## config.mk

```make
export PLATFORM = sky130hd
export DESIGN_NAME = uart_frame_rx
export DESIGN_NICKNAME = d
export VERILOG_FILES = /design/src/rtl/uart_frame_rx.sv
export SDC_FILE = /design/constraint.sdc
export NUM_CORES = 1
export LEC_CHECK = 0
export CAP_MARGIN = 20
export CORE_AREA = 5 5 154 156
export CTS_BUF_LIST = sky130_fd_sc_hd__clkbuf_8
export CTS_CLUSTER_SIZE = 24
export DETAILED_ROUTE_END_ITERATION = 10
export DIE_AREA = 0 0 159 161
export PLACE_DENSITY = 0.49
export SETUP_SLACK_MARGIN = 0.15
export SKIP_LAST_GASP = 1
export SLEW_MARGIN = 20
export SYNTH_ARGS = -nofsm -noshare
export SYNTH_HDL_FRONTEND = slang
export SYNTH_SLANG_ARGS = --single-unit
```

## constraint.sdc

```tcl
create_clock -name sys_clk -period 4.95 [get_ports sys_clk]
set_clock_uncertainty 0.15 [all_clocks]
set_input_delay 0.99 -clock sys_clk [delete_from_list [all_inputs] [get_ports sys_clk]]
set_output_delay 0.99 -clock sys_clk [all_outputs]
set_load 0.005 [all_outputs]
```

## src/rtl/uart_frame_rx.sv

```systemverilog
// Frame parser behind the UART receiver: SYNC, CMD, LEN, payload, CSUM.
// Streams payload bytes as they arrive and pulses frame_ok / frame_err at frame end.
module uart_frame_rx #(
  parameter logic [7:0]  SYNC_BYTE   = 8'hAA,
  parameter int unsigned MAX_LEN     = 16,
  parameter int unsigned TIMEOUT_CYC = 5_000_000
) (
  input  logic        sys_clk,
  input  logic        sys_rst,
  input  logic        rx_valid,
  input  logic [7:0]  rx_data,
  output logic        pay_valid,
  output logic [7:0]  pay_data,
  output logic [7:0]  pay_index,
  output logic        frame_ok,
  output logic        frame_err,
  output logic [1:0]  err_code,
  output logic [7:0]  frame_cmd,
  output logic [7:0]  frame_len,
  output logic [15:0] frame_cnt
);

  localparam int unsigned    TW        = $clog2(TIMEOUT_CYC + 1);
  localparam logic [TW-1:0]  TMO_LAST  = TW'(TIMEOUT_CYC - 1);
  localparam logic [7:0]     MAX_LEN_B = 8'(MAX_LEN);
  localparam logic [1:0]     E_LEN     = 2'd1;
  localparam logic [1:0]     E_CSUM    = 2'd2;
  localparam logic [1:0]     E_TMO     = 2'd3;

  typedef enum logic [2:0] {S_IDLE, S_CMD, S_LEN, S_PAYLOAD, S_CSUM} state_e;

  state_e         state_q, state_d;
  logic [7:0]     sum_q, sum_d;
  logic [7:0]     idx_q, idx_d;
  logic [7:0]     cmd_q, cmd_d;
  logic [7:0]     len_q, len_d;
  logic [TW-1:0]  tmo_q, tmo_d;
  logic           pay_valid_q, pay_valid_d;
  logic [7:0]     pay_data_q, pay_data_d;
  logic [7:0]     pay_index_q, pay_index_d;
  logic           frame_ok_q, frame_ok_d;
  logic           frame_err_q, frame_err_d;
  logic [1:0]     err_code_q, err_code_d;
  logic [7:0]     frame_cmd_q, frame_cmd_d;
  logic [7:0]     frame_len_q, frame_len_d;
  logic [15:0]    frame_cnt_q, frame_cnt_d;

  always_comb begin
    // NOTE: every signal gets a default first so no path through the case infers a latch.
    state_d     = state_q;
    sum_d       = sum_q;
    idx_d       = idx_q;
    cmd_d       = cmd_q;
    len_d       = len_q;
    tmo_d       = tmo_q;
    pay_valid_d = 1'b0;
    pay_data_d  = pay_data_q;
    pay_index_d = pay_index_q;
    frame_ok_d  = 1'b0;
    frame_err_d = 1'b0;
    err_code_d  = err_code_q;
    frame_cmd_d = frame_cmd_q;
    frame_len_d = frame_len_q;
    frame_cnt_d = frame_cnt_q;

    if (rx_valid) begin
      // A byte always beats a coincident timeout expiry.
      tmo_d = '0;
      case (state_q)
        S_IDLE: begin
          if (rx_data == SYNC_BYTE) begin
            state_d = S_CMD;
            sum_d   = 8'd0;
          end
        end
        S_CMD: begin
          cmd_d   = rx_data;
          sum_d   = sum_q + rx_data;
          state_d = S_LEN;
        end
        S_LEN: begin
          if (rx_data > MAX_LEN_B) begin
            frame_err_d = 1'b1;
            err_code_d  = E_LEN;
            state_d     = S_IDLE;
          end else begin
            len_d   = rx_data;
            sum_d   = sum_q + rx_data;
            idx_d   = 8'd0;
            state_d = (rx_data == 8'd0) ? S_CSUM : S_PAYLOAD;
          end
        end
        S_PAYLOAD: begin
          pay_valid_d = 1'b1;
          pay_data_d  = rx_data;
          pay_index_d = idx_q;
          sum_d       = sum_q + rx_data;
          idx_d       = idx_q + 8'd1;
          if (idx_q == len_q - 8'd1) state_d = S_CSUM;
        end
        S_CSUM: begin
          if (rx_data == sum_q) begin
            frame_ok_d  = 1'b1;
            frame_cmd_d = cmd_q;
            frame_len_d = len_q;
            frame_cnt_d = frame_cnt_q + 16'd1;
          end else begin
            frame_err_d = 1'b1;
            err_code_d  = E_CSUM;
          end
          state_d = S_IDLE;
        end
        default: state_d = S_IDLE;
      endcase
    end else if (state_q != S_IDLE) begin
      if (tmo_q == TMO_LAST) begin
        frame_err_d = 1'b1;
        err_code_d  = E_TMO;
        state_d     = S_IDLE;
        tmo_d       = '0;
      end else begin
        tmo_d = tmo_q + 1'b1;
      end
    end else begin
      tmo_d = '0;
    end
  end

  always_ff @(posedge sys_clk) begin
    // NOTE: non-blocking assignments so every flop samples pre-edge values regardless of order.
    if (sys_rst) begin
      state_q     <= S_IDLE;
      sum_q       <= '0;
      idx_q       <= '0;
      cmd_q       <= '0;
      len_q       <= '0;
      tmo_q       <= '0;
      pay_valid_q <= 1'b0;
      pay_data_q  <= '0;
      pay_index_q <= '0;
      frame_ok_q  <= 1'b0;
      frame_err_q <= 1'b0;
      err_code_q  <= '0;
      frame_cmd_q <= '0;
      frame_len_q <= '0;
      frame_cnt_q <= '0;
    end else begin
      state_q     <= state_d;
      sum_q       <= sum_d;
      idx_q       <= idx_d;
      cmd_q       <= cmd_d;
      len_q       <= len_d;
      tmo_q       <= tmo_d;
      pay_valid_q <= pay_valid_d;
      pay_data_q  <= pay_data_d;
      pay_index_q <= pay_index_d;
      frame_ok_q  <= frame_ok_d;
      frame_err_q <= frame_err_d;
      err_code_q  <= err_code_d;
      frame_cmd_q <= frame_cmd_d;
      frame_len_q <= frame_len_d;
      frame_cnt_q <= frame_cnt_d;
    end
  end

  assign pay_valid = pay_valid_q;
  assign pay_data  = pay_data_q;
  assign pay_index = pay_index_q;
  assign frame_ok  = frame_ok_q;
  assign frame_err = frame_err_q;
  assign err_code  = err_code_q;
  assign frame_cmd = frame_cmd_q;
  assign frame_len = frame_len_q;
  assign frame_cnt = frame_cnt_q;

endmodule
```

==> impl_metrics.yaml, run 1 <==
clocking:
  cts_made_buffers: 9
  ctsLongestPathBuffers: 2
  numClockSinks: 111
  clkTransAtPathRegs_ns: 0.13
  root_buffer: "clkbuf_8"
  cts_hold_buffers: 0
  clock_latency_ns: 0.40
  ctsHtreeMaxLevel: 3
  postCtsSetupRepairBufs: 0
  cts_tree: "yes"
  ctsResizeCount: 0
global_route:
  grt_overflow: 0
  grt_max_degree: 48
  grt.total_usage_pct: 10.0
  antenna_found_initial: 1
  grt_pass1_vias: 3905
  grt_first_pass_wirelength_um: 21200
placed_design:
  post-dp-hpwl_um: 9280
  place_inst: 931
  placed_cell_area_um2: 5910
  gp_congestion: 0.800
  io_buffers: 63
detailed_routing:
  route.met3.wl_um: 659
  met2_length_um: 5770
  viasPerCell: 4.38
  highest_layer: "met5"
  antenna_left: 0
  wl_met1_um: 6130
  vias: 4146
  drt_iter0_drc: 264
  first_pass_iters: 4
  wirelength_um: 12700
  wl_per_cell_um: 13.4
  route.detailed.drc: 0
sta:
  fin_crit_ns: 3.47
  hold_viol: 0
  setup_viol: 0
  max_freq_ghz: 0.288
  post-route-period-util_pct: 70.1
  max_slew_margin_pct: 28.0
  rsz0062_at_grt: "no"
  slew_viol_final: 0
  worst_pin_slew_ns: 1.07
  tns_ns: 0
critical_path:
  slowest_stage: "clkdlybuf4s50_1"
  critical_path.cell_chain: "clkdlybuf4s50_1, ha_1, or4_4, nor4_4, nand4_2, or3_1, a21oi_1"
  worst_setup_path_end_kind: "flip-flop"
  r2r_setup_slack_ns: 2.38
  cp_max_fo: 9
  cp-start-kind: "primary input"
  cpPeakStageDelay_ns: 0.67
  crit_required_ns: 5.14
  path_class: "in2reg"
  cp_data_arrival_time_ns: 3.66
pwr:
  p_total_uw: 1510
  max-vdd-ir-drop_v: 0.000125
  leakagePower_uw: 0.00202
  power_density_nw_per_um2: 247
synthesis:
  synthAdderAreaFrac_pct: 3.17
  synthXorXnorAreaFrac_pct: 9.68
  synth-simple-area-share_pct: 27.4
  yosysWarnings: 0
  ys.flop_type: "dfxtp_1"
  synthesis.area_um2: 4980
  synth_compound_area_share_pct: 10.9
  syn_inst: 601
  synth-async-reset-ratio_pct: 0
  yosysUniqueCellTypes: 50
  avgSynthCellArea_um2: 8.28
  syn_nets: 624
  muxShareOfSynthArea_pct: 1.21
  synth_top_family_by_area: "simple AND/OR/NAND/NOR gates"
  ys_ff_latch: 111
  yosysSeqAreaShare_pct: 44.6
  synth-edff-count: 0
floorplan:
  row_count: 55
  die_y_um: 161
  io_pins: 64
  die_area_um2: 25600
  initial_core_util_pct: 22.4
  core_um2: 22200
  die_w_um: 159
job:
  cap_violations: 0
run_status:
  status: "complete, no violations"
finish:
  n_fill_cell: 2402
  layoutNonFillerInstCount: 947
  nets: 680
  drive_gt1_share_pct: 4.98
  final_core_util_pct: 27.5
  synthToLayoutAreaGrowth_pct: 22.9
  n_antenna_cell: 0
  stdcell_area_um2: 6120
hold_path:
  hold_class: "reg2reg"
## critical path: cells and delay by family
family | cells | cell delay [ns]
AOI/OAI and AO/OA | 1 | 0.14
adders and majority gates | 1 | 0.33
and+or+nand+nor | 4 | 1.54
buffers and inverters | 1 | 0.67
## power breakdown
group          switching [µW]  internal (µW)
Combinational            34.8           16.6
Sequential               1.15            894
Clock                     361            203
## final timing paths
check / startpoint / to / cells after the start
worst min-delay path: cmd_q[0] / frame_cmd[0] / 2
worst max-delay path: rx_data[4] / frame_cnt[13] / 7
worst max register to register: sum_q[6] / frame_cnt[13] / 6
worst min register to register: cmd_q[0] / frame_cmd[0] / 2
## cell type report
class                           count  area [µm²]  area share [%]
Clock inverter                      7        81.3            1.33
Clock buffer                        9         124            2.03
Sequential cell                   111        2220            36.3
Tap cell                          285         357            5.83
Multi-Input combinational cell    452        2610            42.6
Timing Repair Buffer               70         678            11.1
Inverter                           13        48.8           0.798
## placed cells by master (no fill, tap or decap), types with 7 or more instances in the layout
cell and count:
clkbuf_8 9, o21ai_0 10, clkdlybuf4s50_1 62, dfxtp_1 111
nand3_1 19, nand4_1 16, a21oi_1 61, ha_1 11
and2_1 8, nor3_1 10, and3_1 9, inv_1 13
nand2_1 106, buf_4 7, xnor2_1 26, nor2_1 80
xor2_1 29
## cell families (layout without fill, tap and decap cells)
group,Yosys count,after routing
flip-flops,111,111
multiplexers,6,6
XOR/XNOR,55,55
AO/OA/AOI/OAI,94,94
buffers and inverters,38,99
adder cells (fa/ha/maj),12,12
AND/OR/NAND/NOR,285,285
## sequential cells by signal, summed over array words and instances, names as in the netlist
| register | flops |
|---|---|
| pay_valid | 1 |
| frame_err | 1 |
| pay_index | 8 |
| len_q | 8 |
| cmd_q | 8 |
| frame_ok | 1 |
| state_q | 3 |
| frame_cmd | 8 |
| frame_cnt | 16 |
| err_code | 2 |
| idx_q | 8 |
| sum_q | 8 |
| pay_data | 8 |
| frame_len | 8 |
| tmo_q | 23 |
## cells in the mapped netlist, types with 3 or more instances
master,n,share of area [%]
nor3b_1,3,0.45
xnor2_1,26,4.6
nor3_1,10,1.0
nand2b_1,3,0.38
inv_1,13,0.98
dfxtp_1,111,45
xor2_1,29,5.1
and3_1,9,1.1
a31oi_1,3,0.38
mux2i_1,6,1.2
nor2_1,80,6.0
ha_1,11,2.8
o21ai_0,10,1.0
nand3_1,19,1.9
clkbuf_1,19,1.4
a211oi_1,4,0.60
nand2_1,106,8.0
or3_1,6,0.75
a21oi_1,61,6.1
nand4_1,16,2.0
and2_1,8,1.0
buf_2,6,0.60
nor4b_1,5,0.88
a21o_1,4,0.60
## stage by stage
| stage | hold WS (ns) | setup slack (ns) |
|---|---|---|
| final | 0.309 | 1.48 |
| after global routing | 0.331 | 1.29 |
| after CTS | 0.311 | 1.47 |
| after detailed placement | 0.297 | 1.03 |
| after global placement | 0.289 | 1.02 |
| after floorplan | 0.282 | 1.88 |
## layer usage
layer	vias up	GRT usage [%]
li1	2158	-
met1	1890	13.4
met2	85	16.0
met3	11	2.96
met4	2	2.48
met5	-	0
(Power assumes the default switching activity.)
==> run 2: changes to the inputs <==
- clock period: 4.95 -> 3.3 ns (I/O delays scaled with it)
==> impl_metrics.yaml, run 2 (same netlist as run 1, synthesis figures left out) <==
clocking:
  cts_hold_buffers: 0
  cts_tree: "yes"
  ctsHtreeMaxLevel: 3
  ctsLongestPathBuffers: 2
  root_buffer: "clkbuf_8"
  postCtsSetupRepairBufs: 0
  clkTransAtPathRegs_ns: 0.12
  cts_made_buffers: 9
  numClockSinks: 111
  ctsResizeCount: 0
  clock_latency_ns: 0.39
detailed_routing:
  wirelength_um: 12900
  first_pass_iters: 4
  vias: 4217
  antenna_left: 0
  route.detailed.drc: 0
  viasPerCell: 4.37
  wl_per_cell_um: 13.3
  drt_iter0_drc: 173
finish:
  largest_reg_flops: 23
  stdcell_area_um2: 6250
  synthToLayoutAreaGrowth_pct: 25.5
  layoutNonFillerInstCount: 965
  drive_gt1_share_pct: 7.50
  nets: 698
  final_common_cell: "dfxtp_1"
  n_antenna_cell: 0
  top_register: "tmo_q"
  final_cell_mix: "dfxtp_1, nand2_1, nor2_1, clkdlybuf4s50_1, a21oi_1"
global_route:
  grt_first_pass_wirelength_um: 21200
  grtUsageMet1_pct: 13.4
  antenna_found_initial: 1
  busiest_layer: "met2"
  globalRouteMet2Util_pct: 15.9
  grt_max_degree: 70
  grt_overflow: 0
  grt_pass1_vias: 4016
  grtUsageMet3_pct: 2.68
  grt.total_usage_pct: 9.95
placed_design:
  gp_congestion: 0.764
  io_buffers: 63
  placed_cell_area_um2: 6060
  place_inst: 949
  post-dp-hpwl_um: 9520
pwr:
  p_total_uw: 2250
  leakagePower_uw: 0.00210
  p_int_uw: 1670
  switchingPower_uw: 576
  swShare_pct: 25.7
  power_density_nw_per_um2: 359
  power_frac_seq_pct: 59.8
  max-vdd-ir-drop_v: 0.000193
  p_comb_share_pct: 4.1
  pwr-share-clk_pct: 36.1
job:
  cap_violations: 0
floorplan:
  die_area_um2: 25600
  initial_core_util_pct: 22.4
  row_count: 55
  die_y_um: 161
  die_w_um: 159
  io_pins: 64
  core_um2: 22200
sta:
  setup_viol: 0
  max_slew_margin_pct: 69.3
  hold_viol: 0
  slew_viol_final: 0
  rsz0062_at_grt: "no"
  post-route-period-util_pct: 89.5
  worst_pin_slew_ns: 0.456
  fin_crit_ns: 2.95
  max_freq_ghz: 0.339
  tns_ns: 0
  worst_hold_slack_ns: 0.311
hold_path:
  hold_class: "reg2reg"
critical_path:
  cp-start-kind: "primary input"
  worst_setup_path_end_kind: "flip-flop"
  cp_data_arrival_time_ns: 3.13
  crit_required_ns: 3.48
  cp_max_fo: 9
  path_class: "in2reg"
run_status:
  status: "complete, no violations"
[run 2: cell types whose count changed in the layout (fill, tap and decap cells not counted), sizes merged]
| cell | change |
|---|---|
| buf | +18 |
| clkinvlp | +1 |
| inv | -1 |
[run 2: worst paths after layout]
| check | slack [ns] | depth (start not counted) | to | start |
|---|---|---|---|---|
| setup / recovery | 0.35 | 7 | frame_cnt[9] | rx_data[6] |
| hold / removal | 0.31 | 2 | pay_index[6] | pay_index[6] |
| setup reg to reg | 0.74 | 6 | frame_cnt[9] | sum_q[6] |
| hold reg to reg | 0.31 | 2 | pay_index[6] | pay_index[6] |
[run 2: final cells by class]
type,instances,area [µm²]
Multi-Input combinational cell,452,2610
Sequential cell,111,2220
Clock buffer,9,124
Inverter,13,48.8
Tap cell,285,357
Clock inverter,7,66.3
Timing Repair Buffer,88,826
Fill cell,2427,16000
[run 2: power by group through the flow]
| stage | sequential [µW] | combinational [µW] | clock, µW |
|---|---|---|---|
| final | 1340 | 92.1 | 811 |
| after global routing | 1340 | 102 | 908 |
| after CTS | 1340 | 94.0 | 854 |
| after detailed placement | 1370 | 93.7 | 0 |
| after global placement | 1370 | 94.1 | 0 |
| after floorplan | 1370 | 42.5 | 0 |
[run 2: layer usage]
layer / up-vias / share of wire, %
met5: - / 0.10
met4: 2 / 0.92
met3: 9 / 4.0
met2: 68 / 45
met1: 1948 / 50
li1: 2190 / -
[run 2: per-stage QoR]
| stage | util [%] | setup WS, ns |
|---|---|---|
| 2_1_floorplan | - | 0.556 |
| 3_3_place_gp | 27.3 | -0.0224 |
| 3_5_place_dp | 27.3 | -0.0865 |
| 4_1_cts | 28.1 | 0.349 |
| 5_1_grt | 28.1 | 0.259 |
| 6_report | 28.1 | 0.347 |
[run 2: critical path, stage by stage]
cell and delay (ns):
clkdlybuf4s50_1 0.43, ha_1 0.32, or4_4 0.57, nor4_4 0.34, nand4_2 0.29, or3_1 0.38, a21oi_1 0.14
